===== src/rtl/dmux_pkg.sv =====
// Shared types and constants for the demux serializer slice.
// Channel constants map a destination code onto demux outputs a..d.
package dmux_pkg;

    typedef enum logic [1:0] {
        ST_IDLE  = 2'd0,
        ST_SHIFT = 2'd1,
        ST_GAP   = 2'd2
    } state_t;

    localparam logic [1:0] CH_A = 2'd0;
    localparam logic [1:0] CH_B = 2'd1;
    localparam logic [1:0] CH_C = 2'd2;
    localparam logic [1:0] CH_D = 2'd3;

endpackage


===== src/rtl/dmux_down_cnt.sv =====
// Loadable down-counter with a zero flag.
// Decrementing saturates at zero, so a stray decrement never wraps.
module dmux_down_cnt #(
    parameter int W = 4
) (
    input  logic         clk,
    input  logic         rst_n,
    input  logic         load_i,
    input  logic [W-1:0] load_val_i,
    input  logic         dec_i,
    output logic         zero_o
);

    logic [W-1:0] count_q;

    always_ff @(posedge clk or negedge rst_n) begin
        if (!rst_n) begin
            count_q <= '0;
        end else if (load_i) begin
            count_q <= load_val_i;
        end else if (dec_i && (count_q != '0)) begin
            count_q <= count_q - W'(1);
        end
    end

    assign zero_o = (count_q == '0);

endmodule


===== src/rtl/dmux_serializer.sv =====
// Serializes a parallel word MSB-first toward a 1-to-4 demux, holding the
// channel select steady per frame and inserting an idle gap between words.
module dmux_serializer
    import dmux_pkg::*;
#(
    parameter int WIDTH = 8,
    parameter int GAP   = 1
) (
    input  logic             clk,
    input  logic             rst_n,
    input  logic             s_valid,
    output logic             s_ready,
    input  logic [WIDTH-1:0] s_data,
    input  logic [1:0]       s_dest,
    output logic             out_bit,
    output logic [1:0]       out_sel,
    output logic             out_active,
    output logic             busy
);

    localparam int CW = $clog2(WIDTH);
    localparam logic [CW-1:0] BIT_LOAD = CW'(WIDTH - 1);
    localparam logic [3:0]    GAP_LOAD = (GAP > 0) ? 4'(GAP - 1) : 4'd0;

    state_t           state_q;
    logic [WIDTH-2:0] shift_q;
    logic             outBit_q;
    logic [1:0]       outSel_q;
    logic             outActive_q;

    logic accept;
    logic bitZero;
    logic gapZero;
    logic gapLoad;

    assign s_ready    = (state_q == ST_IDLE);
    assign busy       = (state_q != ST_IDLE);
    assign accept     = s_valid && s_ready;
    assign gapLoad    = (GAP > 0) && (state_q == ST_SHIFT) && bitZero;
    assign out_bit    = outBit_q;
    assign out_sel    = outSel_q;
    assign out_active = outActive_q;

    dmux_down_cnt #(.W(CW)) u_bit_cnt (
        .clk        (clk),
        .rst_n      (rst_n),
        .load_i     (accept),
        .load_val_i (BIT_LOAD),
        .dec_i      ((state_q == ST_SHIFT) && !bitZero),
        .zero_o     (bitZero)
    );

    dmux_down_cnt #(.W(4)) u_gap_cnt (
        .clk        (clk),
        .rst_n      (rst_n),
        .load_i     (gapLoad),
        .load_val_i (GAP_LOAD),
        .dec_i      ((state_q == ST_GAP) && !gapZero),
        .zero_o     (gapZero)
    );

    // The MSB goes straight to out_bit on accept, so the shift register only
    // needs to hold the remaining WIDTH-1 bits.
    always_ff @(posedge clk or negedge rst_n) begin
        if (!rst_n) begin
            state_q     <= ST_IDLE;
            shift_q     <= '0;
            outBit_q    <= 1'b0;
            outSel_q    <= CH_A;
            outActive_q <= 1'b0;
        end else begin
            case (state_q)
                ST_IDLE: begin
                    if (accept) begin
                        shift_q     <= s_data[WIDTH-2:0];
                        outSel_q    <= s_dest;
                        outBit_q    <= s_data[WIDTH-1];
                        outActive_q <= 1'b1;
                        state_q     <= ST_SHIFT;
                    end
                end
                ST_SHIFT: begin
                    if (!bitZero) begin
                        outBit_q <= shift_q[WIDTH-2];
                        shift_q  <= shift_q << 1;
                    end else begin
                        outBit_q    <= 1'b0;
                        outActive_q <= 1'b0;
                        state_q     <= (GAP > 0) ? ST_GAP : ST_IDLE;
                    end
                end
                ST_GAP: begin
                    if (gapZero) begin
                        state_q <= ST_IDLE;
                    end
                end
                default: begin
                    state_q <= ST_IDLE;
                end
            endcase
        end
    end

endmodule


===== config.mk =====
export PLATFORM = sky130hd
export DESIGN_NAME = dmux_serializer
export DESIGN_NICKNAME = d
export VERILOG_FILES = /design/src/rtl/dmux_pkg.sv /design/src/rtl/dmux_down_cnt.sv /design/src/rtl/dmux_serializer.sv
export SDC_FILE = /design/constraint.sdc
export NUM_CORES = 1
export LEC_CHECK = 0
export CAP_MARGIN = 30
export CELL_PAD_IN_SITES_DETAIL_PLACEMENT = 1
export CELL_PAD_IN_SITES_GLOBAL_PLACEMENT = 1
export CORE_ASPECT_RATIO = 1.75
export CORE_UTILIZATION = 40
export CTS_CLUSTER_SIZE = 40
export DETAILED_ROUTE_END_ITERATION = 10
export DONT_BUFFER_PORTS = 1
export PLACE_DENSITY_LB_ADDON = 0.1
export RECOVER_POWER = 50
export SKIP_LAST_GASP = 1
export SYNTH_ARGS = -nofsm -noshare
export SYNTH_HDL_FRONTEND = slang
export SYNTH_SLANG_ARGS = --single-unit

===== constraint.sdc =====
create_clock -name clk -period 1.95 [get_ports clk]
set_clock_uncertainty 0.2 [all_clocks]
set_input_delay 0.39 -clock clk [delete_from_list [all_inputs] [get_ports clk]]
set_output_delay 0.39 -clock clk [all_outputs]
set_load 0.02 [all_outputs]

==> results of run 1 <==
## cells in the mapped netlist, types with 2 or more instances
cell type,instances
dfrtp_1,20
inv_1,10
mux2_4,8
nand2_1,8
mux2_2,6
ha_1,4
o21ai_0,4
mux2i_1,3
nand2b_1,3
nand3_1,3
buf_6,2
nor2_1,2
nor2b_1,2
o22ai_1,2
## worst max-delay path, cell delays in order, from the launching register on
cell and delay, ns:
dfrtp_1 0.35, inv_1 0.07, ha_1 0.24, nor2b_2 0.19, a211oi_4 0.18, buf_4 0.19
mux2_2 0.34
## cell type report
type	count	area [um2]
Clock buffer	4	55.05
Fill cell	270	1303
Inverter	10	37.54
Multi-Input combinational cell	58	498.0
Sequential cell	20	500.5
Tap cell	26	32.53
Timing Repair Buffer	9	66.31
## kinds of logic after synthesis
kind of cell	after synthesis	synth area share, %
AO/OA/AOI/OAI	12	8.511
adder cells (fa/ha/maj)	4	4.728
buffers and inverters	12	5.674
flip-flops	20	47.28
multiplexers	17	20.57
AND/OR/NAND/NOR	25	13.24
## flip-flops by register name (all words and copies together) (netlist names)
register / flops
shift_q: 7
u_gap_cnt.count_q: 4
u_bit_cnt.count_q: 3
out_sel: 2
state_q: 2
out_active: 1
out_bit: 1
## stage by stage
step / TNS, ns / hold slack, ns / power [mW]
2_1_floorplan: 0 / -0.1056 / 1.399
3_3_place_gp: 0 / -0.1052 / 1.552
3_5_place_dp: -0.1694 / -0.1052 / 1.594
4_1_cts: 0 / 0.06365 / 1.956
5_1_grt: 0 / 0.07980 / 2.065
6_report: 0 / 0.06953 / 1.925
## cell usage in the layout, fill, tap and decap left out, types with 3 or more instances in the layout
master	count
buf_4	7
clkbuf_8	4
dfrtp_1	20
ha_1	4
inv_1	10
mux2_2	6
mux2_4	8
mux2i_1	3
nand2_1	8
nand2b_1	3
nand3_1	3
o21ai_0	4
## layer usage
layer / part of all wire [%] / up-vias / routed length, um
li1: - / 328 / -
met1: 43 / 346 / 858
met2: 52 / 12 / 1039
met3: 2.4 / 5 / 48
met4: 3.0 / 0 / 60
met5: 0 / - / 0
## power breakdown
group | internal, mW | switching [mW] | leakage, nW
sequential | 0.575 | 0.164 | 0.248
combinational | 0.490 | 0.372 | 0.317
clock | 0.180 | 0.143 | 0.0288
total | 1.25 | 0.679 | 0.594
## worst min-delay path by stage
stage,from,to,depth (start not counted)
finish,s_data[0],shift_q[0]$_DFFE_PN0P_,2
detailed placement,rst_n,shift_q[5]$_DFFE_PN0P_,0
floorplan,rst_n,out_active$_DFFE_PN0P_,0
CTS,s_data[0],shift_q[0]$_DFFE_PN0P_,2
global route,s_data[0],shift_q[0]$_DFFE_PN0P_,2
global placement,rst_n,shift_q[5]$_DFFE_PN0P_,0
## repair_timing
item,CTS,global route
hold buffers,1,0
gates resized for setup,0,0
hold endpoints to repair,20,0
buffers inserted,1,0
setup endpoints to repair,6,0
==> impl_metrics.tcl, run 1 <==
set metrics [dict create \
    pre_cts_slack_ns -0.04591 \
    routabilityCongestion 0.6389 \
    hold_viol_final 0 \
    row_count 24 \
    cts_sinks 20 \
    status "completed" \
    postSynthAreaPerCell_um2 11.76 \
    worst_slack_ns 0.07481 \
    path_max_fanout 7 \
    period_minus_slack_ns 1.875 \
    syn_nets 107 \
    yosys_warnings 0 \
    yosysSeqAreaShare_pct 47.28 \
    busiest_layer "met2" \
    drv_slew 0 \
    syn_inst 90 \
    dpl.hpwl_um 1538 \
    drcViolationCount 0 \
    grtUsageTotal_pct 16.95 \
    grtUsageMet3_pct 2.222 \
    powerDensity_mw_per_mm2 1617 \
    firstDrtPassIters 2 \
    use_met1_pct 20.21 \
    ys_top_cells_by_area "dfrtp_1 (47%), mux2_4 (11%), mux2_2 (6.4%)" \
    ys_seq_elements 20 \
    async_flop_share_pct 100.0 \
    setup_violations 0 \
    ios 19 \
    viasPerCell 5.441 \
    utilization_pct 47.74 \
    crit_required_ns 1.90 \
    numCtsBuffers 3 \
    die_w_um 40.89 \
    portBuffers 0 \
    grt_max_degree 21 \
    grt_antenna_before_repair 0 \
    ys_types 27 \
    die_area_mm2 0.002864 \
    grt-ovfl-total 0 \
    max_slew_margin_pct 38.34 \
    hp-class "in2reg" \
    cts-root-buf "clkbuf_8" \
    first_global_vias 752 \
    drv_cap 0 \
    drtAntennaViolNets 0 \
    syn2layout_area_growth_pct 12.41 \
    fin_area_mm2 0.001190 \
    worst_slew_pin_slew_ns 0.9219 \
    dp_cells 121 \
    drive_gt1_share_pct 27.72 \
    total_leakage_power_nw 0.5936 \
    synth_enable_flop_cells 0 \
    worstReg2RegEnd "shift_q[4]$_DFFE_PN0P_" \
    place_area_mm2 0.001121 \
    cts.reportedPaths.clkPinSlew_ns 0.07 \
    max_freq_mhz 533.3 \
    crit_type "reg2reg" \
    yosys.area.top_type "dfrtp_1" \
    cts_buffer_depth 2 \
    startpoint_type "register" \
    nets 119 \
    critical_path.startpoint "u_bit_cnt.count_q[0]$_DFFE_PN0P_" \
    rsz0062_at_grt "false" \
    wl_per_cell_um 15.80 \
    core_area_mm2 0.002492 \
    dr_total_vias 691 \
    yosysTopAreaCellShare_pct 47.28 \
    instances_no_fill 127 \
    synthesis.area_mm2 0.001059 \
    worstPathArrival_ns 1.83 \
    clkLatencyLatePin_ns 0.26 \
    rr_worst_depth 6 \
    grt_pass1_wl_um 3305 \
    r2r_slack_ns 0.07 \
    grtUsageMet2_pct 26.74 \
    routed_wl_um 2007 \
    cts_tree "yes" \
    rr_startpoint "u_bit_cnt.count_q[0]$_DFFE_PN0P_" \
    drt_iter0_drc 7 \
    endpoint "shift_q[4]$_DFFE_PN0P_" \
    antenna_cells_inserted 0 \
    floorplan.initialDensity_pct 42.47 \
    critPathCaptureType "register" \
    period_share_pct 96.16 \
    die_y_um 70.05 \
    htreeDepth 1 \
    irDropWorstVdd_mv 0.7086 \
    ys.flop_type "dfrtp_1" \
]
Note: power is estimated with default switching activity, not from simulation.
==> inputs of run 2 (changes only) <==
--- a/config.mk
+++ b/config.mk
@@ -8,7 +8,6 @@
 export CAP_MARGIN = 30
 export CELL_PAD_IN_SITES_DETAIL_PLACEMENT = 1
 export CELL_PAD_IN_SITES_GLOBAL_PLACEMENT = 1
-export CORE_ASPECT_RATIO = 1.75
 export CORE_UTILIZATION = 40
 export CTS_CLUSTER_SIZE = 40
 export DETAILED_ROUTE_END_ITERATION = 10
==> run 2 against run 1 <==
Worst setup slack gained 0.016 ns. Via count grew 0.14%. Final cell count grew 3.1%. Largest power group unchanged.
==> impl_metrics.tcl, run 2 (synthesis gave the netlist of run 1 again) <==
set metrics [dict create \
    hold_viol_final 0 \
    cts-root-buf "clkbuf_4" \
    cts.reportedPaths.clkPinSlew_ns 0.11 \
    numCtsBuffers 3 \
    grt-ovfl-total 0 \
    period_share_pct 95.33 \
    power_mw 1.875 \
    cts_tree "yes" \
    switchingPower_uw 666.3 \
    sequentialPowerShare_pct 38.3 \
    routabilityCongestion 0.7027 \
    total_leakage_power_nw 0.5933 \
    drv_slew 0 \
    path_buf_inv 3 \
    antenna_cells_inserted 0 \
    grtUsageTotal_pct 16.16 \
    viasPerCell 5.282 \
    critPathCaptureType "primary output" \
    syn2layout_area_growth_pct 13.59 \
    cts_sinks 20 \
    crit_required_ns 1.36 \
    crit_top_cell "buf_4" \
    htreeDepth 1 \
    cts_setup_buffers 0 \
    holdWs_ns 0.03911 \
    grt_max_degree 21 \
    dr_total_vias 692 \
    pre_cts_slack_ns 0.04933 \
    utilization_pct 48.10 \
    top_register "shift_q" \
    hp-class "in2reg" \
    largest_register_ff_count 7 \
    crit_type "reg2out" \
    cts_buffer_depth 2 \
    drcViolationCount 0 \
    die_y_um 53.44 \
    grt_pass1_wl_um 3146 \
    irDropWorstVdd_mv 0.8513 \
    largestRegisters "shift_q (7), u_gap_cnt.count_q (4), u_bit_cnt.count_q (3)" \
    internal_power_mw 1.208 \
    critPathMaxStageDelay_ns 0.40 \
    final_cell_mix "dfrtp_1 (20), inv_1 (10), nand2_1 (8), mux2_4 (8), mux2_2 (6)" \
    core_area_mm2 0.002500 \
    grt_antenna_before_repair 0 \
    dpl.hpwl_um 1444 \
    worst_slew_pin_slew_ns 0.9220 \
    period_minus_slack_ns 1.859 \
    firstDrtPassIters 4 \
    wl_per_cell_um 14.68 \
    status "completed" \
    portBuffers 0 \
    setup_tns_ns 0 \
    powerDensity_mw_per_mm2 1559 \
    clkLatencyLatePin_ns 0.30 \
    worst_slack_ns 0.09099 \
    floorplan.initialDensity_pct 42.34 \
    path_max_fanout 7 \
    first_global_vias 688 \
    startpoint_type "register" \
    drv_cap 0 \
    path_cells "buf_4 -> nor2_2 -> buf_4 -> inv_1" \
    combPwrFrac_pct 48.8 \
    rsz0062_at_grt "true" \
    final_common_cell "dfrtp_1" \
    slowest_stage "dfrtp_1" \
    ios 19 \
    switching_share_pct 35.54 \
    max_slew_margin_pct 38.33 \
    drive_gt1_share_pct 28.71 \
    setup_violations 0 \
    max_freq_mhz 537.9 \
    routed_wl_um 1923 \
    drt_iter0_drc 13 \
    worstPathArrival_ns 1.27 \
    critPathTopFamily "buffers and inverters" \
    nets 119 \
    clockPowerShare_pct 12.8 \
    die_area_mm2 0.002856 \
    die_w_um 53.44 \
    row_count 18 \
    drtAntennaViolNets 0 \
]
run 2: through the flow:
stage               area (um2)  cells
floorplan                 1059     90
global placement          1131    124
detailed placement        1131    124
CTS                       1177    129
global route              1202    131
finish                    1202    131
run 2: worst paths after layout:
| kind | startpoint | to | slack, ns | cells past startpoint |
|---|---|---|---|---|
| setup / recovery | state_q[0]$_DFFE_PN0P_ | busy | 0.09 | 4 |
| hold / removal | s_data[0] | shift_q[0]$_DFFE_PN0P_ | 0.04 | 2 |
| setup reg to reg | u_bit_cnt.count_q[0]$_DFFE_PN0P_ | shift_q[3]$_DFFE_PN0P_ | 0.11 | 6 |
| hold reg to reg | shift_q[4]$_DFFE_PN0P_ | shift_q[4]$_DFFE_PN0P_ | 0.32 | 1 |
| max in group asynchronous | rst_n | shift_q[0]$_DFFE_PN0P_ | 0.53 | 1 |
| min in group asynchronous | rst_n | state_q[1]$_DFFE_PN0P_ | 0.46 | 1 |
run 2: metal layers:
layer | global-route usage [%] | vias up | wire [um]
met2 | 24.38 | 15 | 943
li1 | - | 333 | -
met3 | 2.586 | 2 | 69
met4 | 7.895 | 0 | 10
met1 | 22.05 | 342 | 899
met5 | 0 | - | 0
run 2: final cells by class:
cell class                      instances  area [um2]
Clock buffer                            4       36.28
Inverter                               10       37.54
Tap cell                               30       37.54
Multi-Input combinational cell         58       503.0
Timing Repair Buffer                    9       87.58
Fill cell                             279        1297
Sequential cell                        20       500.5
run 2: timing repair:
action	in CTS	in global routing
setup endpoints to repair	0	7
gates resized for setup	0	2
hold endpoints to repair	20	2
hold buffers	1	2
run 2: power by group through the flow:
stage	Clock [mW]	Combinational [mW]	Sequential, mW
floorplan	0	0.690	0.709
global placement	0	0.873	0.726
detailed placement	0	0.911	0.730
CTS	0.258	0.924	0.721
global route	0.281	1.01	0.740
finish	0.241	0.915	0.718
